==> src/rtl/addsub_pkg.sv <==
`default_nettype none
// ============================================================================
//  Module      : addsub_pkg
//  Description : Shared helpers for the pipelined adder/subtractor. Provides
//                the chunk-width arithmetic used to slice a WIDTH-bit operand
//                into STAGES pipeline chunks, and the add/sub op encoding.
//  Revision    : 1.0 - initial release
// ============================================================================
package addsub_pkg;

    // Operation encoding carried on the 'sub' input.
    localparam logic OP_ADD = 1'b0;
    localparam logic OP_SUB = 1'b1;

    // Chunk width: ceil(width / stages).
    function automatic int addsub_cw(input int width, input int stages);
        return (width + stages - 1) / stages;
    endfunction

    // Width of the final (remainder) chunk; must come out >= 1.
    function automatic int addsub_last_w(input int width, input int stages);
        return width - (stages - 1) * addsub_cw(width, stages);
    endfunction

endpackage : addsub_pkg
`default_nettype wire

==> src/rtl/pipelined_addsub_stage.sv <==
`default_nettype none
// ============================================================================
//  Module      : pipe_add_stage
//  Description : One pipeline stage of the chunked adder. Adds operand chunk
//                IDX (bits [IDX*CW +: CHW]) with the incoming carry, merges the
//                chunk sum into the partial result and registers everything
//                behind a valid/ready handshake with bubble collapsing.
//                The final instance (IS_LAST) turns the raw carry into
//                carry/borrow on o_cout; o_ovf is meaningful only there.
//  Ports       : clk, rst          - clock, synchronous active-high reset
//                i_valid/o_ready   - upstream handshake
//                i_a, i_b          - operand A and effective operand B
//                i_s               - partial result (chunk IDX bits are zero)
//                i_c, i_sub        - carry into this chunk, op flag
//                o_valid/i_ready   - downstream handshake
//                o_a, o_b, o_s     - registered operands / partial result
//                o_c               - registered raw carry out of chunk IDX
//                o_sub             - registered op flag
//                o_cout, o_ovf     - carry/borrow and signed overflow
//  Revision    : 1.0 - initial release
// ============================================================================
module pipe_add_stage
    import addsub_pkg::*;
#(
    parameter int WIDTH   = 32,
    parameter int CW      = 8,
    parameter int IDX     = 0,
    parameter int CHW     = 8,
    parameter bit IS_LAST = 1'b0
) (
    input  logic             clk,
    input  logic             rst,
    input  logic             i_valid,
    output logic             o_ready,
    input  logic [WIDTH-1:0] i_a,
    input  logic [WIDTH-1:0] i_b,
    input  logic [WIDTH-1:0] i_s,
    input  logic             i_c,
    input  logic             i_sub,
    output logic             o_valid,
    input  logic             i_ready,
    output logic [WIDTH-1:0] o_a,
    output logic [WIDTH-1:0] o_b,
    output logic [WIDTH-1:0] o_s,
    output logic             o_c,
    output logic             o_sub,
    output logic             o_cout,
    output logic             o_ovf
);

    localparam int c_lo  = IDX * CW;
    localparam int c_msb = c_lo + CHW - 1;

    logic             r_valid_q, w_valid_d;
    logic [WIDTH-1:0] r_a_q, w_a_d;
    logic [WIDTH-1:0] r_b_q, w_b_d;
    logic [WIDTH-1:0] r_s_q, w_s_d;
    logic             r_c_q, w_c_d;
    logic             r_sub_q, w_sub_d;
    logic             r_ovf_q, w_ovf_d;

    logic [CHW:0]     w_sum;
    logic             w_ready;
    logic             w_load;

    // A stage can take a new beat when empty or when its content moves on.
    assign w_ready = !r_valid_q || i_ready;
    assign w_load  = i_valid && w_ready;

    always_comb begin
        w_sum     = {1'b0, i_a[c_lo +: CHW]} + {1'b0, i_b[c_lo +: CHW]}
                  + {{CHW{1'b0}}, i_c};
        w_valid_d = r_valid_q;
        w_a_d     = r_a_q;
        w_b_d     = r_b_q;
        w_s_d     = r_s_q;
        w_c_d     = r_c_q;
        w_sub_d   = r_sub_q;
        w_ovf_d   = r_ovf_q;
        if (w_ready) begin
            w_valid_d = i_valid;
        end
        if (w_load) begin
            w_a_d   = i_a;
            w_b_d   = i_b;
            // Chunk IDX of the incoming partial result is still zero, so an
            // OR drops the new chunk into place.
            w_s_d   = i_s | (WIDTH'(w_sum[CHW-1:0]) << c_lo);
            w_c_d   = w_sum[CHW];
            w_sub_d = i_sub;
            // Sign-bit overflow rule on this chunk's top bit; at the final
            // chunk this is the operand MSB.
            w_ovf_d = (i_a[c_msb] == i_b[c_msb]) && (w_sum[CHW-1] != i_a[c_msb]);
        end
    end

    always_ff @(posedge clk) begin
        if (rst) begin
            r_valid_q <= 1'b0;
            r_a_q     <= '0;
            r_b_q     <= '0;
            r_s_q     <= '0;
            r_c_q     <= 1'b0;
            r_sub_q   <= 1'b0;
            r_ovf_q   <= 1'b0;
        end else begin
            r_valid_q <= w_valid_d;
            r_a_q     <= w_a_d;
            r_b_q     <= w_b_d;
            r_s_q     <= w_s_d;
            r_c_q     <= w_c_d;
            r_sub_q   <= w_sub_d;
            r_ovf_q   <= w_ovf_d;
        end
    end

    assign o_ready = w_ready;
    assign o_valid = r_valid_q;
    assign o_a     = r_a_q;
    assign o_b     = r_b_q;
    assign o_s     = r_s_q;
    assign o_c     = r_c_q;
    assign o_sub   = r_sub_q;
    assign o_ovf   = r_ovf_q;

    // Subtraction runs as A + ~B + ~cin, so the raw carry is the inverse of
    // the borrow.
    if (IS_LAST) begin : g_last
        assign o_cout = (r_sub_q == OP_SUB) ? ~r_c_q : r_c_q;
    end else begin : g_mid
        assign o_cout = r_c_q;
    end

endmodule : pipe_add_stage
`default_nettype wire

==> src/rtl/pipelined_addsub.sv <==
`default_nettype none
// ============================================================================
//  Module      : pipelined_addsub
//  Description : Parametrised pipelined adder/subtractor. WIDTH-bit operands
//                are split into STAGES chunks of ceil(WIDTH/STAGES) bits; each
//                stage resolves one chunk and hands its carry to the next.
//                Valid/ready on both sides, one result per cycle, latency
//                STAGES cycles.
//  Ports       : clk, rst             - clock, synchronous active-high reset
//                in_valid/in_ready    - operand handshake
//                a, b, cin, sub       - operands; sub=0: A+B+cin, 1: A-B-cin
//                out_valid/out_ready  - result handshake
//                s, cout, ovf         - result, carry/borrow, signed overflow
//  Revision    : 1.0 - initial release
// ============================================================================
module pipelined_addsub
    import addsub_pkg::*;
#(
    parameter int WIDTH  = 32,
    parameter int STAGES = 4
) (
    input  logic             clk,
    input  logic             rst,
    input  logic             in_valid,
    output logic             in_ready,
    input  logic [WIDTH-1:0] a,
    input  logic [WIDTH-1:0] b,
    input  logic             cin,
    input  logic             sub,
    output logic             out_valid,
    input  logic             out_ready,
    output logic [WIDTH-1:0] s,
    output logic             cout,
    output logic             ovf
);

    localparam int c_cw     = addsub_cw(WIDTH, STAGES);
    localparam int c_last_w = addsub_last_w(WIDTH, STAGES);

    if (WIDTH < 2 || STAGES < 1 || STAGES > WIDTH || c_last_w < 1) begin : g_param_check
        $error("pipelined_addsub: illegal WIDTH/STAGES combination");
    end

    // Index k is the input of stage k; index STAGES is the pipeline output.
    logic [STAGES:0]            w_valid;
    logic [STAGES:0]            w_ready;
    logic [STAGES:0][WIDTH-1:0] w_a;
    logic [STAGES:0][WIDTH-1:0] w_b;
    logic [STAGES:0][WIDTH-1:0] w_s;
    logic [STAGES:0]            w_c;
    logic [STAGES:0]            w_sub;
    logic [STAGES-1:0]          w_cout;
    logic [STAGES-1:0]          w_ovf;
    logic                       w_unused_tail;

    assign w_valid[0]      = in_valid;
    assign w_a[0]          = a;
    assign w_b[0]          = (sub == OP_ADD) ? b : ~b;
    assign w_c[0]          = (sub == OP_ADD) ? cin : ~cin;
    assign w_sub[0]        = sub;
    assign w_s[0]          = '0;
    assign w_ready[STAGES] = out_ready;

    for (genvar k = 0; k < STAGES; k++) begin : g_stage
        pipe_add_stage #(
            .WIDTH   (WIDTH),
            .CW      (c_cw),
            .IDX     (k),
            .CHW     ((k == STAGES - 1) ? c_last_w : c_cw),
            .IS_LAST (k == STAGES - 1)
        ) u_stage (
            .clk     (clk),
            .rst     (rst),
            .i_valid (w_valid[k]),
            .o_ready (w_ready[k]),
            .i_a     (w_a[k]),
            .i_b     (w_b[k]),
            .i_s     (w_s[k]),
            .i_c     (w_c[k]),
            .i_sub   (w_sub[k]),
            .o_valid (w_valid[k+1]),
            .i_ready (w_ready[k+1]),
            .o_a     (w_a[k+1]),
            .o_b     (w_b[k+1]),
            .o_s     (w_s[k+1]),
            .o_c     (w_c[k+1]),
            .o_sub   (w_sub[k+1]),
            .o_cout  (w_cout[k]),
            .o_ovf   (w_ovf[k])
        );
    end

    assign in_ready  = w_ready[0];
    assign out_valid = w_valid[STAGES];
    assign s         = w_s[STAGES];
    assign cout      = w_cout[STAGES-1];
    assign ovf       = w_ovf[STAGES-1];

    // Operands leaving the last stage and the per-chunk flags of the inner
    // stages have no consumer.
    assign w_unused_tail = ^{w_a[STAGES], w_b[STAGES], w_c[STAGES],
                             w_sub[STAGES], w_cout, w_ovf};

endmodule : pipelined_addsub
`default_nettype wire
==> config.mk <==
export PLATFORM = sky130hd
export DESIGN_NAME = pipelined_addsub
export DESIGN_NICKNAME = d
export VERILOG_FILES = /design/src/rtl/addsub_pkg.sv /design/src/rtl/pipelined_addsub_stage.sv /design/src/rtl/pipelined_addsub.sv
export SDC_FILE = /design/constraint.sdc
export NUM_CORES = 1
export LEC_CHECK = 0
export CAP_MARGIN = 15
export CORE_MARGIN = 5
export CORE_UTILIZATION = 52
export CTS_CLUSTER_SIZE = 40
export DETAILED_ROUTE_END_ITERATION = 10
export GPL_TIMING_DRIVEN = 0
export HOLD_SLACK_MARGIN = 0.08
export PLACE_DENSITY = 0.72
export SYNTH_ARGS = -nofsm -noshare
export SYNTH_HDL_FRONTEND = slang
export SYNTH_HIERARCHICAL = 1
export SYNTH_SLANG_ARGS = --single-unit
==> constraint.sdc <==
create_clock -name clk -period 6 [get_ports clk]
set_clock_uncertainty 0.2 [all_clocks]
set_input_delay 0.9 -clock clk [delete_from_list [all_inputs] [get_ports clk]]
set_output_delay 0.9 -clock clk [all_outputs]
set_load 0.02 [all_outputs]
; Word-level counts from Yosys, hierarchy flattened
; Index checks and enable logic that the tools add are counted.
[totals]
register_bits = 309
inputBits = 70
output_inout_bits = 36
wordCells = 55
[classes]
n_addsub = 8
eq_ne = 2
muxes = 3
n_bitwise = 6
reduce_logical = 13
[ops]
columns = operator, n
row1 = adder 8 x 8 -> 9 bit, 4
row2 = adder 9 x 1 -> 9 bit, 4
row3 = two-way mux 32 bit, 1
row4 = NOT 32 bit, 1
row5 = OR 32 x 24 -> 32 bit, 1
row6 = OR 32 bit, 1
row7 = OR 8 x 16 -> 16 bit, 1
row8 = logical AND 1 bit, 5
row9 = logical NOT 1 bit, 4
row10 = logical OR 1 bit, 4
row11 = two-way mux 1 bit, 2
row12 = NOT 1 bit, 2
row13 = equality test 1 bit, 1
row14 = inequality test 1 bit, 1

; Longest topological paths before layout
; Gate-level depths: netlist of run 1.
[depth]
word_depth = 6
ltp_mapped = 9
depth_no_buf = 7

; By module
; Netlist of run 1, hierarchy kept.
[by_module_without_submodules]
columns = mod, n_inst, cells_each, area_each_um2, seq_area_each_um2
row1 = pipe_add_stage (g_stage[0].u_stage ...), 3, 475, 3814.9, 2001.9
row2 = pipe_add_stage (g_stage[3].u_stage), 1, 478, 3824.9, 2001.9
row3 = pipelined_addsub, 1, 38, 364.1, 0.0

; Worst setup path after synthesis of run 1
; Ideal clock, no wire load.
[synth_timing]
kind = input port to flip-flop
start = in sub
end = reg g_stage[0].u_stage.r_s_q[6]
setup_ns = 0.131
t_arrival_ns = 3.000
required_time_ns = 5.669
slack_ns = 2.669
stages = 9
n_path_buf = 2
cell_sequence = buf_6 > buf_12 > xor2_1 > fa_1 > fa_1 > a211oi_1 > o21ai_0 > a2111oi_0 > nor3_1
[synth_rtl]
columns = element, line
row1 = start: declaration, pipelined_addsub.sv:29  ; input logic sub,
row2 = end signal: assignment, pipelined_addsub_stage.sv:110  ; r_s_q <= w_s_d;
row3 = end: declaration, pipelined_addsub_stage.sv:57  ; logic [WIDTH-1:0] r_s_q, w_s_d;

; Final worst setup path of run 1
[layout_timing]
start = in out_ready
end = out in_ready
[layout_between]
elab_chain_len = 4
[layout_lines]
columns = element, line
row1 = start: declaration, pipelined_addsub.sv:31  ; input logic out_ready,
row2 = logical OR 1 bit, pipelined_addsub_stage.sv:67  ; assign w_ready = !r_valid_q || i_ready;
row3 = via w_ready[3], pipelined_addsub.sv:46  ; logic [STAGES:0] w_ready;
row4 = logical OR 1 bit, pipelined_addsub_stage.sv:67
row5 = via w_ready[2], pipelined_addsub.sv:46
row6 = logical OR 1 bit, pipelined_addsub_stage.sv:67
row7 = via w_ready[1], pipelined_addsub.sv:46
row8 = logical OR 1 bit, pipelined_addsub_stage.sv:67
row9 = end: declaration, pipelined_addsub.sv:25  ; output logic in_ready,
; The timed path passes the listed nets, and every way through them passes these cells.

==> results of run 1 <==
==> worst max-delay path: cells and delay by family <==
family,cells,cell delay (ns)
buffers and inverters,2,1.06
and+or+nand+nor,4,0.69
==> area by class of cell <==
class                           instances  area, um^2
Clock buffer                           34         709
Tap cell                              265         332
Fill cell                            1728        6830
Clock inverter                          9         123
Sequential cell                       237        4740
Timing Repair Buffer                  105        1050
Inverter                               15        56.3
Multi-Input combinational cell        925        4900
Buffer                                106         524
==> through the flow <==
step | std cells | power, mW | hold slack (ns) | cell area (um^2)
finish | 1696 | 3.55 | 0.251 | 12400
global route | 1696 | 3.71 | 0.270 | 12400
CTS | 1696 | 3.58 | 0.251 | 12400
detailed placement | 1653 | 2.04 | 0.247 | 11600
global placement | 1653 | 2.03 | 0.241 | 11600
floorplan | 1283 | 1.92 | 0.228 | 10200
==> cells in the final DEF, fill, tap and decap left out, drive strengths merged, types with 6 or more instances in the layout <==
cell	instances
a211oi	9
nand3	6
xor2	48
a21o	8
clkbuf	69
o21ai	12
clkdlybuf4s50	105
fa	8
nand2	406
inv	15
nor2	40
nor3	33
a311oi	6
ha	28
o21bai	6
a21oi	216
conb	34
and4	8
a2111oi	9
buf	71
dfxtp	237
==> worst min-delay path by stage <==
stage | start | end | slack [ns] | depth (start not counted)
6_report | g_stage[2].u_stage/o_s[6] | g_stage[3].u_stage/o_s[6] | 0.25 | 2
5_1_grt | g_stage[0].u_stage/o_s[25] | g_stage[1].u_stage/o_s[25] | 0.27 | 2
4_1_cts | g_stage[0].u_stage/o_s[18] | g_stage[1].u_stage/o_s[18] | 0.25 | 2
3_5_place_dp | g_stage[2].u_stage/o_s[5] | g_stage[2].u_stage/o_s[5] | 0.25 | 2
3_3_place_gp | g_stage[0].u_stage/o_s[19] | g_stage[1].u_stage/o_s[19] | 0.24 | 2
2_1_floorplan | g_stage[1].u_stage/o_a[24] | g_stage[2].u_stage/o_a[24] | 0.23 | 2
==> registers in the layout, indices dropped and copies added (netlist names) <==
register,cells
g_stage.u_stage/o_ovf,1
g_stage.u_stage/o_s,128
g_stage.u_stage/o_c,4
g_stage.u_stage/o_sub,4
g_stage.u_stage/o_a,48
g_stage.u_stage/o_b,48
g_stage.u_stage/o_valid,4
==> power by group <==
group | switching [mW] | internal, mW
clock | 0.594 | 0.950
combinational | 0.188 | 0.149
sequential | 0.0379 | 1.63
total | 0.820 | 2.73
==> metal layers <==
layer | vias to the layer above | share of wire, % | GRT usage, %
met4 | 0 | 1.6 | 4.90
met1 | 3796 | 48 | 30.1
met3 | 30 | 5.5 | 2.58
li1 | 4444 | - | -
met5 | - | 0 | 0
met2 | 182 | 45 | 33.3
==> run summary, run 1 <==
TritonCTS built the clock tree. The run gives 60.1% as the worst-case headroom to the max-slew limit. The first global-routing pass estimated 38.3 mm of wire. The region available for standard cell placement spans 19300 um^2.

The number of nets in the finished design was 1520. In this run the power density over the cells is 285 nW/um^2. The tools report the total of max-cap violations as 0.

The area growth from synthesis to layout is 23.1%. In this run the worst setup path begins at out_ready. Synthesis produced 1250 cells. Clock-pin slew was measured on the worst setup and hold paths at 0.06 ns. In this run the register-to-register setup slack is 3.43 ns. Post-CTS repair changed the size of 0 cells.

In the final layout, the share of cells above drive strength 1 is 7.97%. The number of vias in the routed layout was 8452. The startpoint identified for the worst register-to-register timing path is g_stage[1].u_stage/o_a[16].

The critical path ends at in_ready. The number of levels in the clock H-tree is 1. The worst min-delay path class is reg -> reg.

Entering global routing, the biggest net connects 15 pins. In the global route stage, overall resource usage came out at 20.8%. Clock tree synthesis inserted a total of 24 buffers. The number of antenna diodes in the final layout is 0. For the initial antenna violation count, the log shows 0. The detailed-route vias per instance came out at 4.98. The total standard cell area after synthesis is 10100 um^2, and the sink count of the clock tree is 237.

The average instance in the mapped netlist occupies 8.08 um^2. Setup total negative slack on the finished layout was measured at 0 ns. The worst setup path is launched from an input port.

For the number of hold violations in the final report, the log shows 0. Of the available clock period, the critical path in the final layout requires 62.3%. For the total of hold buffers inserted after clock tree synthesis, the log shows 0.

The tools report the number of global-route vias before repair as 7789. The initial cell density of the core was 52.4%. The clock insertion delay at the later pin of the skew report is 0.51 ns, and the overall routed net length is 23.2 mm. Setup repair after global routing left no endpoint under its margin.

At the end of routability-driven placement, the weighted congestion stood at 0.857. Post-CTS timing repair inserted 0 buffers for setup. Summed over all layers, the global routing overflow is 0. Detailed placement ended at an HPWL of 17.4 mm. The run finished with clean final reports.

The delay of the slowest cell on the worst path is 0.61 ns, and the leakage power is 4.89 nW. The run gives 5 as the number of detailed-route iterations in the first pass. Among all stages on the critical path, the largest delay is contributed by sky130_fd_sc_hd__clkdlybuf4s50_1. The core utilization of the finished layout is 64.6%. The area of the die came out at 22300 um^2. The detail route stage leaves a number of antenna-violating nets equal to 0. In this run the worst path has a maximum fanout of 4. For the worst-case setup margin in the final layout, the log shows 2.26 ns. The worst-case IR drop observed on VDD is 0.000220 V. The per-cell routed wire length came out at 13.7 um. The endpoint identified for the worst register-to-register timing path is g_stage[2].u_stage/o_s[22]. Walking the worst path, the cells encountered are clkdlybuf4s50_1, nand2b_1, nand2b_4, nand2b_4, nand2b_4, clkdlybuf4s50_1.

The clock period could shrink to 3.74 ns. From bottom edge to top edge, the die measures 149 um. Clock tree synthesis selected as its root buffer the cell sky130_fd_sc_hd__clkbuf_16.

The tools report the number of warnings printed during yosys synthesis as 6. The most common cell type on the critical path is sky130_fd_sc_hd__nand2b_4. The worst setup path is of the in -> out kind. Counting along the longest clock path gives a buffer depth of 3. The horizontal die dimension is 149 um. Violation count after the first detailed-route iteration: 424. Timing analysis after detailed placement gives a worst setup slack of 1.98 ns. Final max-slew violation count: 0. Total of buffers placed on input and output ports: 105. For this run, design rule violations remaining after detail routing come to 0. The top-level port count is 106, and the data required time of the critical path is 4.90 ns. Static timing analysis puts the maximum clock frequency at 0.268 GHz. Kind of capture point of the worst setup path: a primary output. Setup violations remaining at the end of the flow were counted as 0.

Counting cells, the worst reg-to-reg path comes to 6. The standard-cell row count was 51; the data arrival at the endpoint of the critical path was 2.64 ns. The worst-margin pin slew works out to 0.598 ns.
Power figures use the tool's default switching activity.
==> run 2, diff against run 1 <==
==> constraint.sdc (replaced) <==
create_clock -name clk -period 3.6 [get_ports clk]
set_clock_uncertainty 0.2 [all_clocks]
set_input_delay 0.54 -clock clk [delete_from_list [all_inputs] [get_ports clk]]
set_output_delay 0.54 -clock clk [all_outputs]
set_load 0.02 [all_outputs]
==> results of run 2 <==
The final DEF is identical to that of run 1. Status: complete, no violations.
Among the figures that moved: setup slack after placement 1.98 ns -> -0.0572 ns; setup slack after layout 2.26 ns -> 0.434 ns; start point of the critical path out_ready -> sub; end point of the critical path in_ready -> g_stage[0].u_stage/o_s[6]; register-to-register setup slack 3.43 ns -> 1.03 ns; total power 3.55 mW -> 5.92 mW; worst IR drop on VDD 0.000220 V -> 0.000367 V
